`src/rtl/fp_stream_accumulator_if.sv`:
```
// Operand stream and result handshake bundle for fp_stream_accumulator.
// The master side is the requester/operand source; the slave side is the accumulator.
interface fp_stream_accumulator_if #(
  parameter int W = 32
);
  logic [W-1:0] in_data;
  logic         in_valid;
  logic         in_ready;
  logic [W-1:0] out_data;
  logic         out_valid;
  logic         out_ready;

  modport master (
    output in_data,
    output in_valid,
    input  in_ready,
    input  out_data,
    input  out_valid,
    output out_ready
  );

  modport slave (
    input  in_data,
    input  in_valid,
    output in_ready,
    output out_data,
    output out_valid,
    input  out_ready
  );
endinterface

```
`src/rtl/fp_stream_accumulator.sv`:
```
// Sums a stream of single-precision operands through an external combinational
// (or pipelined) adder. Zero and denormal operands never reach the adder, because
// the adder always assumes a hidden leading 1; they are skipped or loaded directly.
module fp_stream_accumulator #(
  parameter int COUNT_W = 8,
  parameter int ADD_LAT = 1,
  parameter int W       = 32
) (
  input  logic                   clk,
  input  logic                   rst_n,
  input  logic                   start,
  input  logic [COUNT_W-1:0]     count,
  fp_stream_accumulator_if.slave bus,
  output logic [W-1:0]           add_a,
  output logic [W-1:0]           add_b,
  input  logic [W-1:0]           add_sum,
  output logic                   busy
);

  localparam int EXP_MSB = W - 2;
  localparam int EXP_LSB = W - 9;
  localparam int LAT_W   = $clog2(ADD_LAT + 1);
  localparam logic [LAT_W-1:0] LAT_INIT = LAT_W'(ADD_LAT);

  typedef enum logic [1:0] {
    S_IDLE,
    S_ACCUM,
    S_ADD,
    S_DONE
  } state_t;

  state_t             r_state;
  state_t             w_next_state;
  logic [W-1:0]       r_acc;
  logic               r_acc_zero;
  logic [COUNT_W-1:0] r_remaining;
  logic [LAT_W-1:0]   r_lat_cnt;
  logic [W-1:0]       r_add_a;
  logic [W-1:0]       r_add_b;

  logic w_in_zero;
  logic w_last;
  logic w_lat_done;
  logic w_sum_zero;

  // Exponent field of zero marks a zero/denormal; the mantissa is deliberately ignored.
  assign w_in_zero  = (bus.in_data[EXP_MSB:EXP_LSB] == '0);
  assign w_sum_zero = (add_sum[EXP_MSB:EXP_LSB] == '0);
  // remaining is tested before it is decremented, so a full-scale count never wraps.
  assign w_last     = (r_remaining == COUNT_W'(1));
  // The adder result is sampled on the edge where lat_cnt reaches zero.
  assign w_lat_done = (r_lat_cnt == LAT_W'(1));

  assign add_a = r_add_a;
  assign add_b = r_add_b;

  // State register.
  always_ff @(posedge clk or negedge rst_n) begin
    // NOTE: clocked state uses non-blocking assignments so every register samples
    // the pre-edge values of the others, independent of process ordering.
    if (!rst_n) begin
      r_state <= S_IDLE;
    end else begin
      r_state <= w_next_state;
    end
  end

  // Next-state decode.
  always_comb begin
    // NOTE: a default before the case keeps every path assigned, so no latch is inferred.
    w_next_state = r_state;
    unique case (r_state)
      S_IDLE: begin
        if (start) begin
          w_next_state = (count == '0) ? S_DONE : S_ACCUM;
        end
      end
      S_ACCUM: begin
        if (bus.in_valid) begin
          if (w_in_zero || r_acc_zero) begin
            w_next_state = w_last ? S_DONE : S_ACCUM;
          end else begin
            w_next_state = S_ADD;
          end
        end
      end
      S_ADD: begin
        if (w_lat_done) begin
          w_next_state = w_last ? S_DONE : S_ACCUM;
        end
      end
      S_DONE: begin
        if (bus.out_ready) begin
          w_next_state = S_IDLE;
        end
      end
      default: w_next_state = S_IDLE;
    endcase
  end

  // Handshake and status outputs, decoded from the current state only.
  always_comb begin
    bus.in_ready  = 1'b0;
    bus.out_valid = 1'b0;
    bus.out_data  = '0;
    busy          = (r_state != S_IDLE);
    unique case (r_state)
      S_ACCUM: bus.in_ready = 1'b1;
      S_DONE: begin
        bus.out_valid = 1'b1;
        bus.out_data  = r_acc_zero ? '0 : r_acc;
      end
      default: ;
    endcase
  end

  // Accumulator, operand count, adder operands and adder latency counter.
  always_ff @(posedge clk or negedge rst_n) begin
    if (!rst_n) begin
      r_acc       <= '0;
      r_acc_zero  <= 1'b1;
      r_remaining <= '0;
      r_lat_cnt   <= '0;
      r_add_a     <= '0;
      r_add_b     <= '0;
    end else begin
      unique case (r_state)
        S_IDLE: begin
          if (start) begin
            r_remaining <= count;
            r_acc       <= '0;
            r_acc_zero  <= 1'b1;
          end
        end
        S_ACCUM: begin
          if (bus.in_valid) begin
            if (w_in_zero) begin
              r_remaining <= r_remaining - 1'b1;
            end else if (r_acc_zero) begin
              // First non-zero operand is loaded directly; there is nothing to add it to.
              r_acc       <= bus.in_data;
              r_acc_zero  <= 1'b0;
              r_remaining <= r_remaining - 1'b1;
            end else begin
              r_add_a   <= r_acc;
              r_add_b   <= bus.in_data;
              r_lat_cnt <= LAT_INIT;
            end
          end
        end
        S_ADD: begin
          r_lat_cnt <= r_lat_cnt - 1'b1;
          if (w_lat_done) begin
            r_acc       <= add_sum;
            // Exact cancellation yields a zero exponent; the next operand must be loaded, not added.
            r_acc_zero  <= w_sum_zero;
            r_remaining <= r_remaining - 1'b1;
            r_add_a     <= '0;
            r_add_b     <= '0;
          end
        end
        default: ;
      endcase
    end
  end

endmodule

```
`src/flat_wrapper.sv`:
```
// flat-port wrapper written by rule: the top's interface ports become plain ports
module fp_stream_accumulator_flat 
#(
  parameter int COUNT_W = 8,
  parameter int ADD_LAT = 1,
  parameter int W       = 32
)
  (clk, rst_n, start, count, add_a, add_b, add_sum, busy, bus_in_data, bus_in_valid, bus_in_ready, bus_out_data, bus_out_valid, bus_out_ready);
  fp_stream_accumulator_if #(.W(W)) bus_i ();
  input  logic clk;
  input  logic rst_n;
  input  logic start;
  input  logic [COUNT_W-1:0] count;
  output logic [W-1:0] add_a;
  output logic [W-1:0] add_b;
  input  logic [W-1:0] add_sum;
  output logic busy;
  input wire logic [$bits(bus_i.in_data)-1:0] bus_in_data;
  input wire logic [$bits(bus_i.in_valid)-1:0] bus_in_valid;
  output wire logic [$bits(bus_i.in_ready)-1:0] bus_in_ready;
  output wire logic [$bits(bus_i.out_data)-1:0] bus_out_data;
  output wire logic [$bits(bus_i.out_valid)-1:0] bus_out_valid;
  input wire logic [$bits(bus_i.out_ready)-1:0] bus_out_ready;
  assign bus_i.in_data = bus_in_data;
  assign bus_i.in_valid = bus_in_valid;
  assign bus_in_ready = bus_i.in_ready;
  assign bus_out_data = bus_i.out_data;
  assign bus_out_valid = bus_i.out_valid;
  assign bus_i.out_ready = bus_out_ready;
  fp_stream_accumulator #(.COUNT_W(COUNT_W), .ADD_LAT(ADD_LAT), .W(W)) u_core (.clk(clk), .rst_n(rst_n), .start(start), .count(count), .bus(bus_i), .add_a(add_a), .add_b(add_b), .add_sum(add_sum), .busy(busy));
endmodule
```
`config.mk`:
```
export PLATFORM = sky130hd
export DESIGN_NAME = fp_stream_accumulator_flat
export DESIGN_NICKNAME = d
export VERILOG_FILES = /design/src/rtl/fp_stream_accumulator_if.sv /design/src/rtl/fp_stream_accumulator.sv /design/src/flat_wrapper.sv
export SDC_FILE = /design/constraint.sdc
export NUM_CORES = 1
export LEC_CHECK = 0
export BUFFER_PORTS_ARGS = -buffer_cell sky130_fd_sc_hd__clkbuf_2
export CORE_MARGIN = 2
export CORE_UTILIZATION = 46
export DETAILED_ROUTE_END_ITERATION = 16
export PLACE_DENSITY = 0.77
export REMOVE_ABC_BUFFERS = 1
export SLEW_MARGIN = 20
export SYNTH_ARGS = -nofsm -noshare
export SYNTH_HDL_FRONTEND = slang
export SYNTH_SLANG_ARGS = --single-unit
```
`constraint.sdc`:
```
create_clock -name clk -period 2 [get_ports clk]
set_input_delay 0.1 -clock clk [delete_from_list [all_inputs] [get_ports clk]]
set_output_delay 0.1 -clock clk [all_outputs]
set_load 0.03 [all_outputs]
```
==> flow_metrics.env, run 1 <==
export IMPL_drv_cap=0
export IMPL_endpoint_kind="flip-flop"
export IMPL_layout_min_cycle_time_ns=1.975
export IMPL_post_synthesis_sequential_element_count=108
export IMPL_cp_slowest_cell="dfrtp_2"
export IMPL_drt_drc_violations_left=0
export IMPL_antenna_violations_before_repair=0
export IMPL_library_cell_with_the_largest_summed_area_after_synthesis="dfrtp_1"
export IMPL_htree_num_levels=3
export IMPL_cellInternalPower_uw=6289
export IMPL_fillers=915
export IMPL_timing_final_crit_share_pct=98.74
export IMPL_core_area_mm2=0.01094
export IMPL_synth_area_top_cells="dfrtp_1 (51%), a22o_1 (11%), nand2_1 (7.4%)"
export IMPL_drive_above_1_share_pct=34.23
export IMPL_groute_usage_overall_pct=24.75
export IMPL_finalSetupTns_ns=0
export IMPL_critical_path_max_stage_delay_ns=0.47
export IMPL_drt_initial_drc_count=351
export IMPL_dp_final_hpwl_mm=9.792
export IMPL_worst_skew_pair_late_latency_ns=0.35
export IMPL_timing_slew_headroom_pct=68.34
export IMPL_worst_ir_drop_vdd_mv=1.214
export IMPL_swShare_pct=45.55
export IMPL_grt_setup_unrepaired="true"
export IMPL_final_setup_viol_count=0
export IMPL_most_frequent_cell_after_synthesis="dfrtp_1"
export IMPL_synth_ff_type="dfrtp_1"
export IMPL_worstPathCellList="inv_4 -> ha_4 -> nor2b_4 -> nor4b_4 -> buf_4 -> nand2_4 -> a21o_1 -> a211o_1"
export IMPL_detailroute_via_count=4967
export IMPL_timing_worst_setup_path_type="flip-flop to flip-flop"
export IMPL_crit_required_ns=2.23
export IMPL_finalHoldViolations=0
export IMPL_leak_uw=0.003492
export IMPL_boundaryPins=176
export IMPL_floorplan_rows=38
export IMPL_overflow=0
export IMPL_area_overhead_of_the_layout_relative_to_synthesis_pct=36.21
export IMPL_globalRouteMet2Util_pct=38.04
export IMPL_combinationalPowerShare_pct=54.4
export IMPL_power_density_mw_per_mm2=1624
export IMPL_tightest_slew_ns=0.4749
export IMPL_fin_worst_skew_ns=0.01271
export IMPL_synthesis_area_per_instance_um2=9.633
export IMPL_p_switching_uw=5262
export IMPL_dieArea_mm2=0.01222
export IMPL_final_wirelength_mm=15.80
export IMPL_pin_count_of_the_biggest_net_entering_global_routing=51
export IMPL_hold_path_class="input pin to flip-flop"
export IMPL_critPathMaxFanout=7
export IMPL_initial_utilization_pct=47.75
export IMPL_routability_congestion=0.8695
export IMPL_synth_warnings=0
export IMPL_antenna_cells=0
export IMPL_avgRoutedWirePerCell_um=17.85
export IMPL_groute_layer_met1_usage_pct=35.45
export IMPL_clock_power_share_pct=15.1
export IMPL_slew_viol_final=0
export IMPL_cts_num_sinks=108
export IMPL_synth_async_reset_ratio_pct=100.0
export IMPL_dieWidth_um=110.5
export IMPL_cts_buffers=9
export IMPL_start_kind="flip-flop"
export IMPL_dp_slack_ns=-0.1147
export IMPL_postRouteAntennaNets=0
export IMPL_synth_top_cells_by_count="dfrtp_1 (107), nand2_1 (103), a22o_1 (64)"
export IMPL_clock_root_buffer="clkbuf_16"
export IMPL_outcome="finished clean"
export IMPL_grt_met3_usage_pct=4.995
export IMPL_grt_pass1_vias=4769
export IMPL_clk_pin_slew_worst_paths_ns=0.07
export IMPL_timing_critical_path_arrival_ns=2.21
export IMPL_max_freq_mhz=506.4
export IMPL_cts_tree="built"
export IMPL_io_buffers=175
export IMPL_clock_tree_buffer_depth=2
export IMPL_synth_cells=542
export IMPL_synth_top_cell_area_share_pct=51.28
export IMPL_die_h_um=110.5
export IMPL_number_of_distinct_library_cells_after_synthesis=44
export IMPL_route_detailed_vias_per_inst=5.612
export IMPL_grt_first_pass_wirelength_mm=24.59
export IMPL_syn_area_mm2=0.005221
export IMPL_seqPwrFrac_pct=30.5
export IMPL_synth_sequential_area_ratio_pct=51.79
export IMPL_grt_busiest_layer="met2"
export IMPL_detail_route_first_pass_iterations=5
export IMPL_final_setup_worst_slack_ns=0.02525
export IMPL_synth_edf_count=0
export IMPL_final_net_count=824
-- routing by layer --
metal	vias up	part of all wire [%]	wire length (um)
met2	250	46	7277
met3	30	7.0	1110
met1	2402	45	7119
met4	0	1.8	291
met5	-	0	0
li1	2285	-	-
-- kinds of logic after synthesis --
kind of cell / Yosys count / share of synthesized area, %
multiplexers: 4 / 0.7908
AO/OA/AOI/OAI: 157 / 20.75
adder cells (fa/ha/maj): 7 / 1.677
flip-flops: 108 / 51.79
AND/OR/NAND/NOR: 217 / 20.80
buffers and inverters: 49 / 4.194
-- state kept, by name, summed over array words and instances (netlist names) --
register and flops:
u_core.add_a 32, u_core.add_b 32, u_core.r_acc 32, u_core.r_acc_zero 1, u_core.r_lat_cnt 1, u_core.r_remaining 8, u_core.r_state 2
-- power by group through the flow --
stage | Combinational (uW) | Sequential (uW) | Clock, uW
5_1_grt | 6760 | 3610 | 1870
3_3_place_gp | 5220 | 3460 | 0
4_1_cts | 5680 | 3480 | 1770
3_5_place_dp | 5340 | 3500 | 0
6_report | 6280 | 3520 | 1750
2_1_floorplan | 2540 | 4350 | 0
-- cell type report --
type	instances	area, um^2	share of cell area [%]
Multi-Input combinational cell	386	2441	34.32
Clock buffer	12	256.5	3.607
Inverter	8	35.03	0.4926
Timing Repair Buffer	227	1466	20.62
Sequential cell	108	2706	38.05
Tap cell	140	175.2	2.463
Clock inverter	4	31.28	0.4398
-- worst paths after layout --
check | from | to | slack, ns | cells past startpoint
worst max-delay path | u_core.r_state[1] | u_core.r_remaining[3] | 0.03 | 8
worst min-delay path | bus_in_data[19] | u_core.add_b[19] | 0.005 | 2
worst max register to register | u_core.r_state[1] | u_core.r_remaining[3] | 0.03 | 8
worst min register to register | u_core.add_a[21] | u_core.add_a[21] | 0.49 | 2
max in group asynchronous | rst_n | u_core.r_state[1] | 0.99 | 3
min in group asynchronous | rst_n | u_core.add_b[12] | 0.25 | 2
-- placed cells by master, fill, tap and decap left out, drive strengths merged, types with 10 or more instances in the layout --
cell,count
buf,34
nor2,13
nand2b,35
and2,32
dfrtp,107
nand2,103
a22o,64
clkbuf,188
o21ai,71
inv,10
dlygate4sd3,17
-- worst max-delay path, delay by kind of cell (launching register included) --
| kind | cells | cell delay, ns |
|---|---|---|
| buffers and inverters | 2 | 0.27 |
| adder cells (fa/ha/maj) | 1 | 0.18 |
| AND/OR/NAND/NOR | 3 | 0.54 |
| AO/OA/AOI/OAI | 2 | 0.41 |
| flip-flops | 1 | 0.47 |
-- stage by stage --
stage	hold slack, ns	utilization [%]	area [um^2]	total power [uW]	cells
2_1_floorplan	-0.1956	-	5032	6893	501
3_3_place_gp	0.08312	57.77	6317	8686	837
3_5_place_dp	0.08656	57.77	6317	8843	837
4_1_cts	0.00002198	63.12	6903	10920	878
5_1_grt	0.002162	65.03	7112	12250	885
6_report	0.005366	65.03	7112	11550	885
-- timing repair --
| action | 4_1_cts | 5_1_grt |
|---|---|---|
| cloned | 2 | 4 |
| endpoints found under the hold margin | 46 | 0 |
| hold buffers | 17 | 0 |
| pin swaps | 2 | 5 |
| endpoints found under the setup margin | 133 | 121 |
| setup buffers | 6 | 4 |
| gates resized for setup | 13 | 51 |
No activity file was read; power rests on OpenSTA's default activity.
==> inputs of run 2 (changes only) <==
--- a/config.mk
+++ b/config.mk
@@ -5,11 +5,12 @@
 export SDC_FILE = /design/constraint.sdc
 export NUM_CORES = 1
 export LEC_CHECK = 0
+export ABC_AREA = 1
 export BUFFER_PORTS_ARGS = -buffer_cell sky130_fd_sc_hd__clkbuf_2
 export CORE_MARGIN = 2
-export CORE_UTILIZATION = 46
+export CORE_UTILIZATION = 47
 export DETAILED_ROUTE_END_ITERATION = 16
-export PLACE_DENSITY = 0.77
+export PLACE_DENSITY = 0.76
 export REMOVE_ABC_BUFFERS = 1
 export SLEW_MARGIN = 20
 export SYNTH_ARGS = -nofsm -noshare
==> run 2 against run 1 <==
Register-to-register slack better by 0.06 ns. Sequential power is 9.9% higher. Synthesized cell count grew 51%. Clock skew fell by 0.0080 ns. Clock-buffer cell count shrank 1. Final cell count rose by 30%. Non-clock buffer count down 28.
==> flow_metrics.env, run 2 <==
export IMPL_critPathMaxFanout=13
export IMPL_post_synth_xor_area_fraction_pct=0
export IMPL_drt_drc_violations_left=0
export IMPL_core_area_mm2=0.01252
export IMPL_synth_sequential_area_ratio_pct=45.08
export IMPL_groute_usage_overall_pct=25.76
export IMPL_slew_viol_final=0
export IMPL_die_h_um=117.0
export IMPL_path_common_cell="nand2_1"
export IMPL_worst_skew_pair_late_latency_ns=0.35
export IMPL_cts_num_sinks=108
export IMPL_outcome="finished clean"
export IMPL_dp_final_hpwl_mm=11.58
export IMPL_crit_family="buffers and inverters"
export IMPL_routability_congestion=0.8291
export IMPL_hold_path_class="input pin to flip-flop"
export IMPL_yosys_mux_area_fraction_pct=0
export IMPL_clk_pin_slew_worst_paths_ns=0.07
export IMPL_cp_slowest_cell="dfrtp_1"
export IMPL_grt_first_pass_wirelength_mm=27.43
export IMPL_detail_route_first_pass_iterations=5
export IMPL_worstRegToRegCells=11
export IMPL_start_kind="flip-flop"
export IMPL_postRouteAntennaNets=0
export IMPL_detailroute_via_count=5970
export IMPL_area_overhead_of_the_layout_relative_to_synthesis_pct=24.24
export IMPL_synth_async_reset_ratio_pct=100.0
export IMPL_power_density_mw_per_mm2=1873
export IMPL_antenna_cells=0
export IMPL_boundaryPins=176
export IMPL_grt_setup_unrepaired="true"
export IMPL_synth_area_top_cells="dfrtp_1 (45%), nand2_1 (17%), nand4_1 (7.0%)"
export IMPL_floorplan_rows=41
export IMPL_drv_cap=0
export IMPL_final_wirelength_mm=17.71
export IMPL_syn_area_mm2=0.005998
export IMPL_final_cells=1153
export IMPL_final_net_count=1061
export IMPL_synth_edf_count=0
export IMPL_synth_simple_gate_area_share_pct=37.51
export IMPL_timing_worst_setup_path_type="flip-flop to flip-flop"
export IMPL_timing_slew_headroom_pct=61.81
export IMPL_swShare_pct=52.25
export IMPL_combinationalPowerShare_pct=59.4
export IMPL_worst_ir_drop_vdd_mv=1.276
export IMPL_cts_buffers=9
export IMPL_finalHoldViolations=0
export IMPL_timing_final_crit_share_pct=95.75
export IMPL_htree_num_levels=3
export IMPL_cts_tree="built"
export IMPL_most_frequent_cells_in_the_layout="nand2_1 (268), clkbuf_2 (174), dfrtp_1 (107)"
export IMPL_antenna_violations_before_repair=0
export IMPL_synth_top_cells_by_count="nand2_1 (268), dfrtp_1 (107), inv_1 (83), nor2_1 (83), nand4_1 (67)"
export IMPL_holdWs_ns=0.08061
export IMPL_leak_uw=0.004283
export IMPL_postLayoutCoreUtil_pct=59.54
export IMPL_route_detailed_vias_per_inst=5.178
export IMPL_clock_power_share_pct=12.9
export IMPL_synth_ff_type="dfrtp_1"
export IMPL_drt_initial_drc_count=521
export IMPL_synth_cells=819
export IMPL_cp_num_cells=11
export IMPL_crit_required_ns=2.24
export IMPL_io_buffers=175
export IMPL_synth_compound_area_share_pct=4.965
export IMPL_post_cts_repair_setup_buffers=0
export IMPL_overflow=0
export IMPL_finalSetupTns_ns=0
export IMPL_critical_path_max_stage_delay_ns=0.43
export IMPL_hold_path_cell_count=5
export IMPL_number_of_distinct_library_cells_after_synthesis=33
export IMPL_worstPathCellList="inv_1 -> ha_4 -> inv_2 -> nor2_2 -> inv_2 -> nor2_1 -> nor2_2 -> buf_12 -> nand2_1 -> nand2_1 -> nand2_1"
export IMPL_pin_count_of_the_biggest_net_entering_global_routing=67
export IMPL_total_power_uw=13960
export IMPL_endpoint_kind="flip-flop"
export IMPL_grt_pass1_vias=5517
export IMPL_synth_adder_area_share_pct=1.460
export IMPL_dieArea_mm2=0.01368
export IMPL_fin_worst_skew_ns=0.004756
export IMPL_tightest_slew_ns=0.5684
export IMPL_clock_root_buffer="clkbuf_16"
export IMPL_seqPwrFrac_pct=27.7
export IMPL_critical_path_n_buffers_inverters=4
export IMPL_clock_tree_buffer_depth=2
export IMPL_post_synthesis_sequential_element_count=108
export IMPL_synthesis_area_per_instance_um2=7.324
export IMPL_dominant_combinational_cell_family_by_area_after_synthesis="simple AND/OR/NAND/NOR gates"
export IMPL_synth_warnings=0
export IMPL_final_setup_viol_count=0
export IMPL_placed_cells_incl_taps=1133
export IMPL_max_freq_mhz=522.2
export IMPL_library_cell_with_the_largest_summed_area_after_synthesis="dfrtp_1"
export IMPL_synth_top_cell_area_share_pct=44.64
export IMPL_most_frequent_cell_after_synthesis="nand2_1"
export IMPL_layout_min_cycle_time_ns=1.915
export IMPL_avgRoutedWirePerCell_um=15.36
export IMPL_timing_critical_path_arrival_ns=2.16
export IMPL_initial_utilization_pct=47.92
export IMPL_p_switching_uw=7292
export IMPL_layout_commonest_cell="nand2_1"
export IMPL_dieWidth_um=117.0
export IMPL_cellInternalPower_uw=6663
export IMPL_drive_above_1_share_pct=27.22
## run 2: cell count changes in the layout (fill, tap and decap cells not counted), sizes merged, moves of 16 or more
cell,delta
a21oi,+27
a22o,-64
and2,-32
dlygate4sd3,-16
inv,+78
nand2,+202
nand2b,-35
nand3,+38
nand4,+64
nor2,+73
o21ai,-51
## run 2: per-stage QoR
stage                     cell area [um^2]  setup WS (ns)
final                                 7452        0.08495
after global routing                  7452       -0.03658
after CTS                             7328    0.000001776
after detailed placement              7022       -0.04963
after global placement                7022        0.02618
after floorplan                       5683         -2.159
## run 2: worst register-to-register path: cells and delay by family (launching register included)
family,cells,cell delay (ns)
buffers and inverters,4,0.69
AND/OR/NAND/NOR,6,0.48
flip-flops,1,0.43
adder cells (fa/ha/maj),1,0.21
## run 2: layout make-up
cell class	instances	area [um^2]
timing repair buffer	199	1165
fill	1188	5065
sequential	108	2704
inverter	90	355.3
clock inverter	4	50.05
tap	172	215.2
clock buffer	11	242.7
multi-input combinational	569	2720
## run 2: kinds of logic (layout without fill, tap and decap cells)
family | Yosys count | after routing
AO/OA/AOI/OAI | 56 | 56
adder cells (fa/ha/maj) | 7 | 7
buffers and inverters | 145 | 304
flip-flops | 108 | 108
AND/OR/NAND/NOR | 503 | 506
## run 2: power groups by stage
stage / registers (uW) / logic [uW] / clock network [uW]
final: 3870 / 8290 / 1800
after global routing: 4000 / 9130 / 1920
after CTS: 3850 / 7890 / 1830
after detailed placement: 3870 / 7850 / 0
after global placement: 3860 / 7700 / 0
after floorplan: 4940 / 4030 / 0
## run 2: layer usage
metal	part of all wire (%)	vias up	track usage (%)
li1	-	2900	-
met1	45	2776	35.56
met2	46	267	41.81
met3	6.8	27	3.605
met4	1.9	0	9.020
met5	0	-	0
## run 2: timing repair
action,in CTS,in global routing
hold endpoints to repair,22,0
setup endpoints to repair,33,97
hold buffers,1,0
gates resized for setup,1,11
pin swaps,1,2
gates cloned,0,4
## run 2: path summary, 6_finish.rpt
path	from	to	slack [ns]
worst max-delay path	u_core.r_state[1]	u_core.r_remaining[7]	0.08
worst min-delay path	count[7]	u_core.r_remaining[7]	0.08
worst max register to register	u_core.r_state[1]	u_core.r_remaining[7]	0.08
worst min register to register	u_core.add_b[13]	u_core.add_b[13]	0.47
max in group asynchronous	rst_n	u_core.add_b[6]	1.12
min in group asynchronous	rst_n	u_core.add_a[12]	0.20
==> inputs of run 3 (changes only) <==
==> constraint.sdc (replaced) <==
create_clock -name clk -period 1.7 [get_ports clk]
set_input_delay 0.085 -clock clk [delete_from_list [all_inputs] [get_ports clk]]
set_output_delay 0.085 -clock clk [all_outputs]
set_load 0.03 [all_outputs]
==> run 3 against run 2 <==
The flow now finishes with violations (negative setup slack). Clock-buffer cell count grew 1. Wire length grew 6.5%. Die area is the same. Clock power grew 23%. Critical path depth shrank 2. Critical path type unchanged. Highest routed layer unchanged.
==> flow_metrics.env, run 3 (same netlist as run 2, synthesis figures left out) <==
export IMPL_detailroute_via_count=6124
export IMPL_route_detailed_vias_per_inst=5.181
export IMPL_layout_min_cycle_time_ns=1.752
export IMPL_detail_route_first_pass_iterations=5
export IMPL_start_kind="flip-flop"
export IMPL_grt_pass1_vias=5470
export IMPL_fillers=1075
export IMPL_final_setup_worst_slack_ns=-0.05247
export IMPL_cts_tree="built"
export IMPL_leak_uw=0.004637
export IMPL_drive_above_1_share_pct=33.66
export IMPL_crit_required_ns=1.95
export IMPL_dp_slack_ns=-0.05191
export IMPL_multi_input_area_mm2=0.002900
export IMPL_timing_slew_headroom_pct=68.28
export IMPL_max_freq_mhz=570.6
export IMPL_fin_worst_skew_ns=0.009355
export IMPL_holdWs_ns=0.05981
export IMPL_initial_utilization_pct=47.92
export IMPL_final_setup_viol_count=92
export IMPL_pin_count_of_the_biggest_net_entering_global_routing=47
export IMPL_antenna_cells=0
export IMPL_area_overhead_of_the_layout_relative_to_synthesis_pct=38.13
export IMPL_endpoint_kind="flip-flop"
export IMPL_hold_path_class="input pin to flip-flop"
export IMPL_timing_critical_path_arrival_ns=2.00
export IMPL_overflow=0
export IMPL_dp_final_hpwl_mm=12.14
export IMPL_avgRoutedWirePerCell_um=15.96
export IMPL_groute_usage_overall_pct=25.55
export IMPL_clk_pin_slew_worst_paths_ns=0.07
export IMPL_critPathMaxFanout=23
export IMPL_drv_cap=0
export IMPL_total_power_uw=18340
export IMPL_routability_congestion=0.8396
export IMPL_core_area_mm2=0.01252
export IMPL_die_h_um=117.0
export IMPL_power_density_mw_per_mm2=2214
export IMPL_tightest_slew_ns=0.4758
export IMPL_worst_skew_pair_late_latency_ns=0.35
export IMPL_worst_ir_drop_vdd_mv=2.049
export IMPL_finalHoldViolations=0
export IMPL_placed_cells_incl_taps=1149
export IMPL_floorplan_rows=41
export IMPL_drt_drc_violations_left=0
export IMPL_io_buffers=175
export IMPL_cts_num_sinks=108
export IMPL_postLayoutCoreUtil_pct=66.19
export IMPL_slew_viol_final=0
export IMPL_sequential_cell_area_mm2=0.002704
export IMPL_clock_tree_buffer_depth=2
export IMPL_grt_setup_unrepaired="true"
export IMPL_final_wirelength_mm=18.86
export IMPL_final_net_count=1089
export IMPL_final_cells=1182
export IMPL_cts_buffers=9
export IMPL_violations="negative setup slack"
export IMPL_antenna_violations_before_repair=0
export IMPL_grt_first_pass_wirelength_mm=27.19
export IMPL_drt_initial_drc_count=758
export IMPL_dieWidth_um=117.0
export IMPL_timing_final_crit_share_pct=103.1
export IMPL_outcome="complete, but fails checks"
export IMPL_htree_num_levels=3
export IMPL_timing_worst_setup_path_type="flip-flop to flip-flop"
export IMPL_most_frequent_cells_in_the_layout="nand2_1 (250), clkbuf_2 (142), dfrtp_1 (107)"
export IMPL_layout_commonest_cell="nand2_1"
export IMPL_postRouteAntennaNets=0
export IMPL_clock_root_buffer="clkbuf_16"
export IMPL_dieArea_mm2=0.01368
export IMPL_boundaryPins=176
==> run 3: changes by cell type in the layout (fill, tap and decap cells not counted), moves of 12 or more <==
| cell | delta |
|---|---|
| nor2_1 | -24 |
| buf_6 | +27 |
| nand2_1 | -18 |
| clkbuf_2 | -32 |
| nand2_4 | +12 |
| buf_12 | +12 |
| nor2_2 | +13 |
| buf_4 | +17 |
==> run 3: cell type report <==
| cell class | instances | area share [%] |
|---|---|---|
| multi-input cells | 566 | 35.00 |
| flip-flops and latches | 108 | 32.63 |
| repair buffers | 230 | 21.75 |
| inverters | 90 | 4.259 |
| clock buffers | 12 | 3.096 |
| well taps | 172 | 2.597 |
| clock inverters | 4 | 0.6645 |
==> run 3: what timing repair did <==
item,4_1_cts,5_1_grt
buffers inserted,4,7
pin swaps,0,4
endpoints found under the setup margin,131,134
hold buffers,1,0
gates cloned,0,5
endpoints found under the hold margin,28,0
gates resized for setup,58,118
==> run 3: where the power goes <==
part           switching (uW)  leakage (uW)  internal [uW]
clock                     988      0.000149           1230
combinational            7420       0.00306           4090
sequential                829       0.00142           3790
==> run 3: path summary, 6_finish.rpt <==
path | cells after the start | slack (ns) | startpoint | to
hold / removal | 5 | 0.06 | count[7] | u_core.r_remaining[7]
min in group asynchronous | 2 | 0.24 | rst_n | u_core.add_a[12]
setup reg to reg | 9 | -0.05 | u_core.r_state[0] | u_core.add_a[1]
hold reg to reg | 2 | 0.47 | u_core.add_a[23] | u_core.add_a[23]
setup / recovery | 9 | -0.05 | u_core.r_state[0] | u_core.add_a[1]
max in group asynchronous | 3 | 0.85 | rst_n | u_core.r_acc_zero
==> run 3: routing by layer <==
| layer | global-route usage (%) | part of all wire (%) |
|---|---|---|
| met3 | 4.119 | 6.9 |
| met2 | 41.08 | 48 |
| met4 | 9.804 | 1.8 |
| met5 | 0 | 0 |
| met1 | 34.89 | 43 |
==> run 3: critical path: stages (launching register included) <==
cell	delay (ns)
dfrtp_1	0.42
inv_2	0.10
ha_2	0.22
buf_4	0.16
inv_2	0.07
nand2_2	0.11
nand3_4	0.20
buf_12	0.23
nand2_1	0.08
nand2_1	0.05
==> run 3: per-stage QoR <==
step | area, um^2 | TNS [ns]
detailed placement | 7292 | -1.596
floorplan | 5683 | -233.18
CTS | 7830 | -0.005330
finish | 8285 | -1.793
global route | 8285 | -10.21
global placement | 7292 | 0
